$ cat config.mk
export PLATFORM = sky130hd
export DESIGN_NAME = hazard_scoreboard
export DESIGN_NICKNAME = d
export VERILOG_FILES = /design/src/rtl/hazard_scoreboard.sv
export SDC_FILE = /design/constraint.sdc
export NUM_CORES = 1
export LEC_CHECK = 0
export BUFFER_PORTS_ARGS = -buffer_cell sky130_fd_sc_hd__buf_2
export CAP_MARGIN = 20
export CORE_ASPECT_RATIO = 1.75
export CORE_UTILIZATION = 59
export DETAILED_ROUTE_END_ITERATION = 10
export PLACE_DENSITY = 0.86
export SKIP_LAST_GASP = 1
export SLEW_MARGIN = 20
export SYNTH_ARGS = -nofsm -noshare
export SYNTH_HDL_FRONTEND = slang
export SYNTH_SLANG_ARGS = --single-unit
$ cat constraint.sdc
create_clock -name clk -period 4.6 [get_ports clk]
set_clock_uncertainty 0.2 [all_clocks]
set_input_delay 0.23 -clock clk [delete_from_list [all_inputs] [get_ports clk]]
set_output_delay 0.23 -clock clk [all_outputs]
set_load 0.01 [all_outputs]
$ cat src/rtl/hazard_scoreboard.sv
// hazard_scoreboard
//   Issue-side hazard tracker between decode and execute. Tracks destination
//   registers of long-latency producers (loads, and with RV32M_EN also
//   multiply/divide), stalls ID while a source or destination is not yet
//   forwardable, and drives the mul_ready/div_start handshakes.
//
// Build option:
//   RV32M_EN  defined   -> multiply/divide tracking enabled
//             undefined -> only loads tracked; mul/div outputs tied to 0
//
// Parameters:
//   MUL_LAT      multiplier latency, issue to result valid (1..15)
//
// Ports:
//   clk, rst_n               clock, async active-low reset
//   ID_valid                 ID instruction requests issue
//   ID_rs1/ID_rs2            source registers, ID_use_rs1/ID_use_rs2 read enables
//   ID_rd, ID_regwrite       destination register and its write enable
//   ID_memread               instruction is a load
//   ID_is_mul, ID_is_div     M-extension class
//   flush                    kill the ID instruction this cycle
//   div_ready                divider result valid (single-cycle pulse)
//   stall                    hold IF/ID, bubble into EX
//   div_start                one-cycle divider start pulse
//   mul_ready                multiplier result valid this cycle
//   div_busy, mul_busy       unit occupied
//   pending                  per-register not-yet-forwardable mask (bit 0 = 0)

module hazard_scoreboard #(
  parameter int unsigned MUL_LAT = 3
) (
  input  logic        clk,
  input  logic        rst_n,
  input  logic        ID_valid,
  input  logic [4:0]  ID_rs1,
  input  logic [4:0]  ID_rs2,
  input  logic        ID_use_rs1,
  input  logic        ID_use_rs2,
  input  logic [4:0]  ID_rd,
  input  logic        ID_regwrite,
  input  logic        ID_memread,
  input  logic        ID_is_mul,
  input  logic        ID_is_div,
  input  logic        flush,
  input  logic        div_ready,
  output logic        stall,
  output logic        div_start,
  output logic        mul_ready,
  output logic        div_busy,
  output logic        mul_busy,
  output logic [31:0] pending
);

  function automatic logic [31:0] onehot(input logic [4:0] r);
    return 32'd1 << r;
  endfunction

  logic [31:0] pend_q;
  logic [31:0] pend_d;
  logic [31:0] set_mask;
  logic [31:0] clr_mask;
  logic [31:0] byp_mask;
  logic [31:0] eff;
  logic        issue;
  logic        lw;
  logic        ld_issue;
  logic        long_op;
  logic        raw;
  logic        waw;
  logic        struct_haz;
  logic        ld_valid_q;
  logic [4:0]  ld_rd_q;

  // Registers completing this cycle are forwarded, so they are masked out
  // of the hazard check even though their pending bit is still set.
  assign eff        = pend_q & ~byp_mask;
  assign raw        = (ID_use_rs1 & eff[ID_rs1]) | (ID_use_rs2 & eff[ID_rs2]);
  assign waw        = ID_regwrite & (ID_rd != '0) & eff[ID_rd];
  assign stall      = ID_valid & ~flush & (raw | waw | struct_haz);
  assign issue      = ID_valid & ~stall & ~flush;
  assign lw         = issue & ID_regwrite & (ID_rd != '0) & long_op;
  assign ld_issue   = lw & ID_memread;
  assign pending    = pend_q;

  always_comb begin
    set_mask = '0;
    clr_mask = byp_mask;
    if (lw)         set_mask = onehot(ID_rd);
    if (ld_valid_q) clr_mask = clr_mask | onehot(ld_rd_q);
    // A new issue overrides a completion on the same register.
    pend_d    = (pend_q & ~clr_mask) | set_mask;
    pend_d[0] = 1'b0;
  end

  always_ff @(posedge clk or negedge rst_n) begin
    if (!rst_n) begin
      pend_q     <= '0;
      ld_valid_q <= 1'b0;
      ld_rd_q    <= '0;
    end else begin
      pend_q     <= pend_d;
      ld_valid_q <= ld_issue;
      if (ld_issue) ld_rd_q <= ID_rd;
    end
  end

`ifdef RV32M_EN
  localparam logic [3:0] MUL_INIT = 4'(MUL_LAT - 1);

  logic       mul_issue;
  logic       div_issue;
  logic       div_done;
  logic       mul_busy_q;
  logic       div_busy_q;
  logic [3:0] mul_cnt_q;
  logic [4:0] mul_rd_q;
  logic [4:0] div_rd_q;
  logic [4:0] dst_rd;

  assign long_op    = ID_memread | ID_is_mul | ID_is_div;
  assign mul_issue  = issue & ID_is_mul & ~ID_memread;
  assign div_issue  = issue & ID_is_div & ~ID_memread & ~ID_is_mul;
  assign mul_ready  = mul_busy_q & (mul_cnt_q == '0);
  assign div_done   = div_ready & div_busy_q;
  assign struct_haz = (ID_is_mul & mul_busy_q & ~mul_ready) |
                      (ID_is_div & div_busy_q & ~div_ready);
  assign byp_mask   = (mul_ready ? onehot(mul_rd_q) : '0) |
                      (div_done  ? onehot(div_rd_q) : '0);
  assign div_start  = div_issue;
  assign mul_busy   = mul_busy_q;
  assign div_busy   = div_busy_q;
  // Non-writing ops track x0 so their completion never clears a live bit.
  assign dst_rd     = ID_regwrite ? ID_rd : '0;

  always_ff @(posedge clk or negedge rst_n) begin
    if (!rst_n) begin
      mul_busy_q <= 1'b0;
      mul_cnt_q  <= '0;
      mul_rd_q   <= '0;
    end else if (mul_issue) begin
      mul_busy_q <= 1'b1;
      mul_cnt_q  <= MUL_INIT;
      mul_rd_q   <= dst_rd;
    end else if (mul_ready) begin
      mul_busy_q <= 1'b0;
    end else if (mul_busy_q && mul_cnt_q != '0) begin
      mul_cnt_q  <= mul_cnt_q - 4'd1;
    end
  end

  always_ff @(posedge clk or negedge rst_n) begin
    if (!rst_n) begin
      div_busy_q <= 1'b0;
      div_rd_q   <= '0;
    end else if (div_issue) begin
      div_busy_q <= 1'b1;
      div_rd_q   <= dst_rd;
    end else if (div_done) begin
      div_busy_q <= 1'b0;
    end
  end
`else
  localparam int unsigned unused_lat = MUL_LAT;
  logic unused_in;

  assign unused_in  = ^{ID_is_mul, ID_is_div, div_ready};
  assign long_op    = ID_memread;
  assign struct_haz = 1'b0;
  assign byp_mask   = '0;
  assign div_start  = 1'b0;
  assign mul_ready  = 1'b0;
  assign mul_busy   = 1'b0;
  assign div_busy   = 1'b0;
`endif

endmodule

==> results.sh, run 1 <==
export IMPL_antenna_found_initial=0
export IMPL_reg2reg_slack_ps=1810
export IMPL_grt_first_pass_wirelength_um=11080
export IMPL_cts_htree_levels=2
export IMPL_critical_path_data_arrival_time_ps=2770
export IMPL_power_uw=718.3
export IMPL_clock_insertion_delay_worst_skew_ps=290
export IMPL_core_area_sq_um=4404
export IMPL_timing_critical_path_required_ps=4580
export IMPL_post_synth_instance_area_sq_um=2701
export IMPL_holdBufCountCts=1
export IMPL_power_switching_share=0.2981
export IMPL_ctsResizeCount=0
export IMPL_leftover_overflow_at_the_end_of_global_routing=0
export IMPL_worst_hold_path_startpoint="ID_rd[4]"
export IMPL_power_internal_uw=504.2
export IMPL_timing_fmax_mhz=358.3
export IMPL_setup_violations_final=0
export IMPL_power_density_nw_per_um2=243.0
export IMPL_placedCellCount=319
export IMPL_final_nets=302
export IMPL_post_layout_nonfiller_instances=328
export IMPL_detail_route_vias_per_cell=6.918
export IMPL_maximum_number_of_pins_on_one_net_before_global_route_repair=38
export IMPL_fraction_of_power_consumed_by_combinational_cells=0.192
export IMPL_cts_tree="done"
export IMPL_kind_of_capture_point_of_the_worst_setup_path="flip-flop"
export IMPL_outcome="finished clean"
export IMPL_clkPwrFrac=0.300
export IMPL_cts_clock_pin_slew_for_the_worst_setup_and_hold_paths_ps=70
export IMPL_cts_inserted_buffers=5
export IMPL_worst_path_max_fanout=37
export IMPL_grt_setup_unrepaired="false"
export IMPL_most_common_cell_after_layout_fill_and_taps_aside="buf_2"
export IMPL_grt_util_all_layers=0.3198
export IMPL_synth_enable_flop_cells=0
export IMPL_critical_path_start_end_classification="reg2reg"
export IMPL_via_count_of_the_first_global_routing_pass=2268
export IMPL_layout_common_cells="54 x buf_2, 37 x dfrtp_1, 35 x o21ai_0"
export IMPL_synthFlopType="dfrtp_1"
export IMPL_cts_setup_buffers=0
export IMPL_drt_pass1_iterations=4
export IMPL_final_period_minus_worst_setup_slack_ps=2791
export IMPL_yosysWarningCount=0
export IMPL_worst_hold_path_endpoint="ld_rd_q[4]$_DFFE_PN0P_"
export IMPL_worst_r2r_startpoint="pending[27]$_DFF_PN0_"
export IMPL_syn_avg_cell_area_sq_um=11.54
export IMPL_fraction_of_power_consumed_by_sequential_logic=0.508
export IMPL_fin_crit_sh=0.6068
export IMPL_master_cell_of_the_clock_root_buffer="clkbuf_8"
export IMPL_start_util=0.6134
export IMPL_timing_slew_headroom=0.4525
export IMPL_worst_r2r_endpoint="pending[1]$_DFF_PN0_"
export IMPL_hold_path_class="in2reg"
export IMPL_power_static_leakage_uw=0.0009888
export IMPL_critical_path_startpoint_type="flip-flop"
export IMPL_post_route_cells_drive_above_1_share=0.3538
export IMPL_synthCells=234
export IMPL_buffer_ports_inserted=54
export IMPL_full_die_area_sq_um=4864
export IMPL_area_delta_synth_final_pct=9.402
export IMPL_antenna_diode_count=0
export IMPL_drcViolationCount=0
export IMPL_p_switching_uw=214.1
export IMPL_initialDrtViolationCount=103
export IMPL_clockBufferDepth=2
export IMPL_synth_yosys_seq_area_share=0.3428
export IMPL_maximum_ir_drop_on_the_vdd_rail_mv=0.2597
export IMPL_route_detailed_wl_per_inst_um=21.60
export IMPL_dp_hpwl_um=5065
export IMPL_fin_setup_tns_ps=0
export IMPL_fillerInstances=327
export IMPL_finalHoldWorstSlack_ps=131.8
export IMPL_finalWeightedCongestion=0.8876
export IMPL_row_count=32
export IMPL_pin_count=63
export IMPL_post_synth_num_cell_types=47
export IMPL_detail_route_wirelength_um=7085
export IMPL_postSynth_asyncResetShare=1.000
export IMPL_chipHeight_um=91.51
export IMPL_drt_antenna_violating_nets=0
export IMPL_clkSinkCount=37
export IMPL_min_delay_path_depth=2
export IMPL_worst_slew_pin_transition_ps=821.3
export IMPL_synth_ff_latch_count=37
export IMPL_vias=2269
export IMPL_chipWidth_um=53.15
export IMPL_fin_max_slew_vios=0
export IMPL_reg2reg_depth=6
export IMPL_maxCapViolations=0
export IMPL_final_hold_viol_count=0
power by group through the flow:
stage	logic (uW)	registers (uW)	clock network, uW
finish	138	365	215
CTS	137	363	221
detailed placement	136	369	0
global route	150	367	234
floorplan	102	365	0
global placement	133	368	0
synthesized netlist by cell type (2+ instances only):
cell | count | share of area
nor2_1 | 6 | 0.0083
nand3_1 | 6 | 0.011
mux2i_1 | 9 | 0.033
o41ai_1 | 2 | 0.0065
nand2_1 | 9 | 0.013
nand4b_1 | 2 | 0.0065
nor2b_1 | 6 | 0.014
buf_2 | 2 | 0.0037
buf_6 | 7 | 0.029
nand2b_1 | 11 | 0.025
clkbuf_1 | 3 | 0.0042
inv_1 | 3 | 0.0042
or2_2 | 2 | 0.0046
buf_1 | 2 | 0.0028
o21ai_0 | 35 | 0.065
mux4_1 | 5 | 0.049
o41ai_2 | 3 | 0.018
mux2_2 | 12 | 0.050
nand4_1 | 2 | 0.0046
nand3b_1 | 4 | 0.011
mux4_2 | 14 | 0.12
buf_4 | 7 | 0.019
dfrtp_1 | 37 | 0.34
o31ai_1 | 22 | 0.061
kinds of logic (layout without fill, tap and decap cells):
kind of cell           Yosys count  in the layout  share of synthesized area
muxes                           41             41                     0.2543
other                            1              5                   0.001388
buffers and inverters           27             66                    0.07364
and+or+nand+nor                 54             54                     0.1218
AOI/OAI and AO/OA               74             74                     0.2061
DFF                             37             37                     0.3428
worst max path at each step:
stage	from	to	cells after the start	slack, ps
6_report	pending[27]$_DFF_PN0_	pending[1]$_DFF_PN0_	6	1810
5_1_grt	pending[5]$_DFF_PN0_	pending[3]$_DFF_PN0_	6	1580
4_1_cts	pending[27]$_DFF_PN0_	pending[1]$_DFF_PN0_	6	1830
3_5_place_dp	ID_rd[1]	pending[1]$_DFF_PN0_	7	1650
3_3_place_gp	ID_rd[1]	pending[1]$_DFF_PN0_	7	1730
2_1_floorplan	pending[19]$_DFF_PN0_	pending[16]$_DFF_PN0_	7	2290
metrics by stage:
step / instance area, sq um / util / setup slack, ps
after floorplan: 2716 / - / 2293
after global placement: 2863 / 0.6500 / 1728
after detailed placement: 2863 / 0.6500 / 1655
after CTS: 2955 / 0.6710 / 1827
after global routing: 2955 / 0.6710 / 1581
final: 2955 / 0.6710 / 1809
per-layer routing:
layer | vias up | GRT usage | routed length, um
met4 | 0 | 0.1952 | 375
li1 | 1003 | - | -
met1 | 1099 | 0.3774 | 2525
met5 | - | 0 | 0
met3 | 31 | 0.04188 | 465
met2 | 136 | 0.5274 | 3718
layout make-up:
cell class | count | area, sq um | area share
Clock inverter | 2 | 10.01 | 0.003387
Clock buffer | 6 | 72.57 | 0.02456
Multi-Input combinational cell | 174 | 1592 | 0.5385
Timing Repair Buffer | 55 | 280.3 | 0.09484
Inverter | 3 | 11.26 | 0.003810
Tap cell | 51 | 63.81 | 0.02159
Sequential cell | 37 | 925.9 | 0.3133
worst max-delay path, stage by stage, from the launching register on:
cell and delay [ps]:
dfrtp_1 440, mux4_1 510, mux2i_1 180, mux2_4 190
a2bb2oi_4 180, nand4_4 490, o41ai_1 490
registers in the layout (all words and copies together), names as in the netlist:
name,count
ld_valid_q,1
pending,31
ld_rd_q,5
(Power assumes the default switching activity.)
==> run 2, diff against run 1 <==
--- a/config.mk
+++ b/config.mk
@@ -5,12 +5,13 @@
 export SDC_FILE = /design/constraint.sdc
 export NUM_CORES = 1
 export LEC_CHECK = 0
+export ABC_AREA = 1
 export BUFFER_PORTS_ARGS = -buffer_cell sky130_fd_sc_hd__buf_2
 export CAP_MARGIN = 20
 export CORE_ASPECT_RATIO = 1.75
-export CORE_UTILIZATION = 59
+export CORE_UTILIZATION = 56
 export DETAILED_ROUTE_END_ITERATION = 10
-export PLACE_DENSITY = 0.86
+export PLACE_DENSITY = 0.82
 export SKIP_LAST_GASP = 1
 export SLEW_MARGIN = 20
 export SYNTH_ARGS = -nofsm -noshare
==> constraint.sdc (replaced) <==
create_clock -name clk -period 2.59 [get_ports clk]
set_clock_uncertainty 0.2 [all_clocks]
set_input_delay 0.1295 -clock clk [delete_from_list [all_inputs] [get_ports clk]]
set_output_delay 0.1295 -clock clk [all_outputs]
set_load 0.01 [all_outputs]
==> run 2 against run 1 <==
Net effect:
- the run now ends with DRC left
- register-to-register slack got worse by 1700 ps
- critical path depth increased by 5
- highest routed layer unchanged
- first-iteration DRC count increased to 4.2 times the previous value
- maximum frequency increased by 14%
- sequential power increased by 92%
==> results.sh, run 2 <==
export IMPL_outcome="complete, but fails checks"
export IMPL_violations="DRC"
export IMPL_kind_of_capture_point_of_the_worst_setup_path="flip-flop"
export IMPL_chipHeight_um=98.69
export IMPL_timing_critical_path_required_ps=2610
export IMPL_via_count_of_the_first_global_routing_pass=3376
export IMPL_fin_max_slew_vios=0
export IMPL_most_common_cell_after_layout_fill_and_taps_aside="nand2_1"
export IMPL_postSynth_asyncResetShare=1.000
export IMPL_synth_enable_flop_cells=0
export IMPL_setup_violations_final=0
export IMPL_dp_slack_ps=148.0
export IMPL_synth_compound_area_share=0.07194
export IMPL_master_cell_of_the_clock_root_buffer="clkbuf_8"
export IMPL_worst_slew_pin_transition_ps=842.3
export IMPL_final_period_minus_worst_setup_slack_ps=2440
export IMPL_detail_route_wirelength_met1_um=3694
export IMPL_worst_path_max_delay_cell="nor2_4"
export IMPL_cts_clock_pin_slew_for_the_worst_setup_and_hold_paths_ps=80
export IMPL_post_synth_and_or_nand_nor_area_fraction=0.4877
export IMPL_final_nets=573
export IMPL_netlist_top_cell_by_area="dfrtp_1"
export IMPL_drt_pass1_iterations=8
export IMPL_layout_common_cells="144 x nand2_1, 124 x nand3_1, 54 x buf_2"
export IMPL_chipWidth_um=57.25
export IMPL_grt_first_pass_wirelength_um=16280
export IMPL_cts_htree_levels=2
export IMPL_timing_slew_headroom=0.4385
export IMPL_pin_count=63
export IMPL_design_area_sq_um=3371
export IMPL_synth_adder_area_share=0
export IMPL_layout_setup_ws_ps=150.0
export IMPL_fin_crit_sh=0.9421
export IMPL_dp_hpwl_um=7363
export IMPL_power_density_nw_per_um2=492.2
export IMPL_met3RoutedLength_um=704
export IMPL_critical_path_start_end_classification="reg2reg"
export IMPL_initialDrtViolationCount=433
export IMPL_grt_setup_unrepaired="true"
export IMPL_cpPeakStageDelay_ps=600
export IMPL_finalWeightedCongestion=1.011
export IMPL_synthCells=500
export IMPL_start_util=0.5910
export IMPL_netlist_top_cells_count="144 x nand2_1, 124 x nand3_1, 51 x nor2_1"
export IMPL_yosysWarningCount=0
export IMPL_area_delta_synth_final_pct=12.67
export IMPL_dr_wl_met2_um=5211
export IMPL_vias=3615
export IMPL_grt_util_all_layers=0.3798
export IMPL_cts_inserted_buffers=5
export IMPL_maximum_number_of_pins_on_one_net_before_global_route_repair=38
export IMPL_synth_top_cell_area_share=0.3095
export IMPL_synth_ff_latch_count=37
export IMPL_route_detailed_wl_per_inst_um=16.78
export IMPL_timing_fmax_mhz=409.8
export IMPL_antenna_found_initial=0
export IMPL_maximum_ir_drop_on_the_vdd_rail_mv=0.7139
export IMPL_route_top_layer_used="met4"
export IMPL_full_die_area_sq_um=5650
export IMPL_power_uw=1659
export IMPL_post_route_cells_drive_above_1_share=0.1496
export IMPL_post_synth_num_cell_types=23
export IMPL_clock_insertion_delay_worst_skew_ps=290
export IMPL_post_synth_instance_area_sq_um=2992
export IMPL_fillerInstances=508
export IMPL_buffer_ports_inserted=54
export IMPL_antenna_diode_count=0
export IMPL_synth_xor_area_share=0
export IMPL_syn_avg_cell_area_sq_um=5.983
export IMPL_power_static_leakage_uw=0.001645
export IMPL_largest_reg_flops=31
export IMPL_worstPathCellList="inv_1 > nand2_1 > nand3_1 > nand3_1 > nand3_1 > nand3_1 > nand3_1 > nand2_1 > nor2_4 > nand3_1 > nand2_1"
export IMPL_detail_route_wirelength_um=10100
export IMPL_synth_top_family_by_area="simple AND/OR/NAND/NOR gates"
export IMPL_clockBufferDepth=2
export IMPL_maxCapViolations=0
export IMPL_critical_path_startpoint_type="flip-flop"
export IMPL_clkSinkCount=37
export IMPL_hold_path_class="in2reg"
export IMPL_row_count=34
export IMPL_yosys_top_cells_area="dfrtp_1 31%, nand3_1 21%, nand2_1 18%"
export IMPL_synthFlopType="dfrtp_1"
export IMPL_timing_critical_path_mode_cell="nand3_1"
export IMPL_detail_route_vias_per_cell=6.005
export IMPL_worst_path_max_fanout=36
export IMPL_synth_yosys_seq_area_share=0.3095
export IMPL_drt_antenna_violating_nets=0
export IMPL_place_area_sq_um=3234
export IMPL_cts_tree="done"
export IMPL_synth_most_common_cell="nand2_1"
export IMPL_cts_setup_buffers=0
export IMPL_drcViolationCount=6
export IMPL_yosys_mux_area_fraction=0
export IMPL_core_area_sq_um=5062
export IMPL_final_hold_viol_count=0
export IMPL_placedCellCount=592
export IMPL_post_layout_nonfiller_instances=602
export IMPL_critical_path_data_arrival_time_ps=2460
export IMPL_leftover_overflow_at_the_end_of_global_routing=0
-- run 2: through the flow --
step           utilization  setup TNS (ps)  hold WS (ps)
3_5_place_dp        0.6389               0         74.38
3_3_place_gp        0.6389               0         60.53
2_1_floorplan            -               0        -366.1
5_1_grt             0.6658          -331.2         51.95
4_1_cts             0.6658               0         18.69
6_report            0.6658               0         21.51
-- run 2: final timing paths --
kind,startpoint,to,slack [ps],cells after the start
max in group asynchronous,rst_n,ld_valid_q$_DFF_PN0_,1360,2
worst min-delay path,ID_rd[0],ld_rd_q[0]$_DFFE_PN0P_,20,3
worst max register to register,pending[11]$_DFF_PN0_,ld_rd_q[2]$_DFFE_PN0P_,150,11
worst min register to register,ld_rd_q[4]$_DFFE_PN0P_,ld_rd_q[4]$_DFFE_PN0P_,300,2
worst max-delay path,pending[11]$_DFF_PN0_,ld_rd_q[2]$_DFFE_PN0P_,150,11
min in group asynchronous,rst_n,pending[28]$_DFF_PN0_,300,2
-- run 2: report_power, final --
part | switching (uW) | internal [uW] | leakage [uW] | total (uW)
Sequential | 76.1 | 625 | 0.000353 | 701
Combinational | 305 | 135 | 0.00123 | 440
Clock | 204 | 314 | 0.0000585 | 518
Total | 585 | 1070 | 0.00165 | 1660
-- run 2: critical path, delay by kind of cell (launching register included) --
kind                   cells  cell delay [ps]
buffers and inverters      1              150
and+or+nand+nor           10             1630
DFF                        1              390
-- run 2: repair_timing --
action,CTS,global route
setup endpoints to repair,0,15
hold endpoints to repair,38,0
hold buffers,2,0
gates resized for setup,0,0
-- run 2: layout make-up --
cell class | count | area (sq um) | area share
clock inverter | 1 | 30.03 | 0.008909
clock buffer | 7 | 86.33 | 0.02561
sequential | 37 | 925.9 | 0.2747
multi-input combinational | 383 | 1693 | 0.5022
tap | 54 | 67.56 | 0.02004
inverter | 54 | 202.7 | 0.06013
timing repair buffer | 66 | 365.4 | 0.1084
-- run 2: kinds of logic (layout without fill, tap and decap cells) --
kind of cell | after synthesis | after routing
AND/OR/NAND/NOR | 336 | 336
other | 1 | 5
AO/OA/AOI/OAI | 42 | 42
flip-flops | 37 | 37
buffers and inverters | 84 | 128
-- run 2: per-layer routing --
metal | vias up | global-route usage
li1 | 1708 | -
met1 | 1665 | 0.4371
met2 | 200 | 0.6661
met3 | 42 | 0.05512
met4 | 0 | 0.1989
met5 | - | 0
==> run 3, diff against run 2 <==
--- a/config.mk
+++ b/config.mk
@@ -9,9 +9,8 @@
 export BUFFER_PORTS_ARGS = -buffer_cell sky130_fd_sc_hd__buf_2
 export CAP_MARGIN = 20
 export CORE_ASPECT_RATIO = 1.75
-export CORE_UTILIZATION = 56
+export CORE_UTILIZATION = 30
 export DETAILED_ROUTE_END_ITERATION = 10
-export PLACE_DENSITY = 0.82
 export SKIP_LAST_GASP = 1
 export SLEW_MARGIN = 20
 export SYNTH_ARGS = -nofsm -noshare
==> run 3 against run 2 <==
Net effect:
- the run now ends clean
- cell count increased by 11%
- clock power increased by 13%
- hold slack improved by 5.5 ps
- critical endpoint is now stall
==> results.sh, run 3 (same netlist as run 2, synthesis figures left out) <==
export IMPL_core_area_sq_um=9585
export IMPL_buffer_ports_inserted=54
export IMPL_area_delta_synth_final_pct=15.68
export IMPL_clockBufferDepth=2
export IMPL_drt_antenna_violating_nets=0
export IMPL_full_die_area_sq_um=10390
export IMPL_outcome="finished clean"
export IMPL_worst_path_max_fanout=3
export IMPL_fin_max_slew_vios=0
export IMPL_final_hold_viol_count=0
export IMPL_critical_path_start_end_classification="reg2out"
export IMPL_via_count_of_the_first_global_routing_pass=3365
export IMPL_fin_crit_sh=0.8439
export IMPL_layout_common_cells="144 x nand2_1, 124 x nand3_1, 54 x buf_2"
export IMPL_chipWidth_um=77.49
export IMPL_final_period_minus_worst_setup_slack_ps=2186
export IMPL_timing_critical_path_required_ps=2260
export IMPL_initialDrtViolationCount=265
export IMPL_vias=3582
export IMPL_power_static_leakage_uw=0.001642
export IMPL_power_internal_uw=1117
export IMPL_antenna_found_initial=0
export IMPL_drcViolationCount=0
export IMPL_hold_path_class="in2reg"
export IMPL_detail_route_wirelength_um=11080
export IMPL_largest_reg_flops=31
export IMPL_cts_inserted_buffers=5
export IMPL_worst_hold_path_startpoint="ID_rd[0]"
export IMPL_fin_setup_tns_ps=0
export IMPL_grt_setup_unrepaired="false"
export IMPL_cts_clock_pin_slew_for_the_worst_setup_and_hold_paths_ps=60
export IMPL_cts_tree="done"
export IMPL_final_nets=569
export IMPL_drt_pass1_iterations=7
export IMPL_power_switching_share=0.3583
export IMPL_critical_path_startpoint_type="flip-flop"
export IMPL_chipHeight_um=134.1
export IMPL_timing_slew_headroom=0.4227
export IMPL_worst_r2r_startpoint="pending[12]$_DFF_PN0_"
export IMPL_clkSinkCount=37
export IMPL_maximum_ir_drop_on_the_vdd_rail_mv=0.3735
export IMPL_master_cell_of_the_clock_root_buffer="clkbuf_16"
export IMPL_power_density_nw_per_um2=502.8
export IMPL_grt_util_all_layers=0.2254
export IMPL_critPathLaunch="pending[12]$_DFF_PN0_"
export IMPL_post_route_cells_drive_above_1_share=0.1434
export IMPL_finalWeightedCongestion=0.9310
export IMPL_most_common_cell_after_layout_fill_and_taps_aside="nand2_1"
export IMPL_worst_hold_path_endpoint="ld_rd_q[0]$_DFFE_PN0P_"
export IMPL_fraction_of_power_consumed_by_sequential_logic=0.406
export IMPL_worst_r2r_endpoint="pending[26]$_DFF_PN0_"
export IMPL_design_area_sq_um=3461
export IMPL_antenna_diode_count=0
export IMPL_clkPwrFrac=0.337
export IMPL_detail_route_vias_per_cell=5.378
export IMPL_fraction_of_power_consumed_by_combinational_cells=0.257
export IMPL_p_switching_uw=623.5
export IMPL_reg2reg_slack_ps=570
export IMPL_pin_count=63
export IMPL_kind_of_capture_point_of_the_worst_setup_path="primary output"
export IMPL_row_count=47
export IMPL_maximum_number_of_pins_on_one_net_before_global_route_repair=38
export IMPL_clock_insertion_delay_worst_skew_ps=290
export IMPL_maxCapViolations=0
export IMPL_ctsResizeCount=0
export IMPL_worst_slew_pin_transition_ps=866.0
export IMPL_critical_path_data_arrival_time_ps=1860
export IMPL_min_delay_path_depth=3
export IMPL_reg2reg_depth=12
export IMPL_cts_htree_levels=2
export IMPL_place_area_sq_um=3302
export IMPL_timing_fmax_mhz=457.5
export IMPL_start_util=0.3121
export IMPL_setup_violations_final=0
export IMPL_dp_hpwl_um=8277
export IMPL_leftover_overflow_at_the_end_of_global_routing=0
export IMPL_grt_first_pass_wirelength_um=17800
export IMPL_route_detailed_wl_per_inst_um=16.63
==> run 3: changes by cell type in the layout (fill, tap and decap cells not counted), sizes merged <==
cell,delta
clkinv,+2
clkbuf,-1
buf,-4
bufinv,-1
==> run 3: layer usage <==
metal  global-route usage  wire length (um)  vias up
met5                    0                 0        -
met4               0.1593               665        0
met3              0.03265               597       42
met2               0.3928              5751      158
met1               0.2469              4061     1685
li1                     -                 -     1697
==> run 3: final cells by class <==
type,instances,area [sq um]
fillers,1073,6125
inverters,54,202.7
clock inverters,2,10.01
flip-flops and latches,37,925.9
repair buffers,62,347.8
well taps,122,152.6
clock buffers,6,128.9
multi-input cells,383,1693
==> run 3: per-stage QoR <==
step | setup slack, ps | cells | hold WS (ps) | total power (uW) | utilization
finish | 404.2 | 666 | 27.03 | 1740 | 0.3610
global route | 244.2 | 666 | 76.01 | 1848 | 0.3610
CTS | 401.8 | 666 | 18.36 | 1749 | 0.3610
detailed placement | 371.8 | 656 | 92.23 | 1155 | 0.3445
global placement | 394.8 | 656 | 72.12 | 1153 | 0.3445
floorplan | 838.4 | 504 | -366.1 | 994.4 | -
==> run 3: repair_timing <==
item,CTS,global route
hold buffers,2,0
endpoints found under the hold margin,38,0
setup buffers,0,0
==> run 3: worst max path at each step <==
stage,end,depth (start not counted)
6_report,stall,11
5_1_grt,stall,11
4_1_cts,stall,11
3_5_place_dp,ld_rd_q[2]$_DFFE_PN0P_,11
3_3_place_gp,ld_rd_q[3]$_DFFE_PN0P_,11
2_1_floorplan,pending[16]$_DFF_PN0_,12
==> run 3: power groups by stage <==
stage	registers, uW	clock network (uW)	logic, uW
2_1_floorplan	686	0	309
3_3_place_gp	714	0	439
3_5_place_dp	713	0	442
4_1_cts	703	600	446
5_1_grt	714	626	509
6_report	706	587	448
==> run 3: critical path, stage by stage (launching register included) <==
cell and delay, ps:
dfrtp_1 400, inv_1 120, nand2_1 70, nand3_1 100, nand3_1 80, nand3_1 90, nand3_1 70, nand3_1 180
nand2_1 130, o21ai_0 160, inv_1 50, buf_2 130
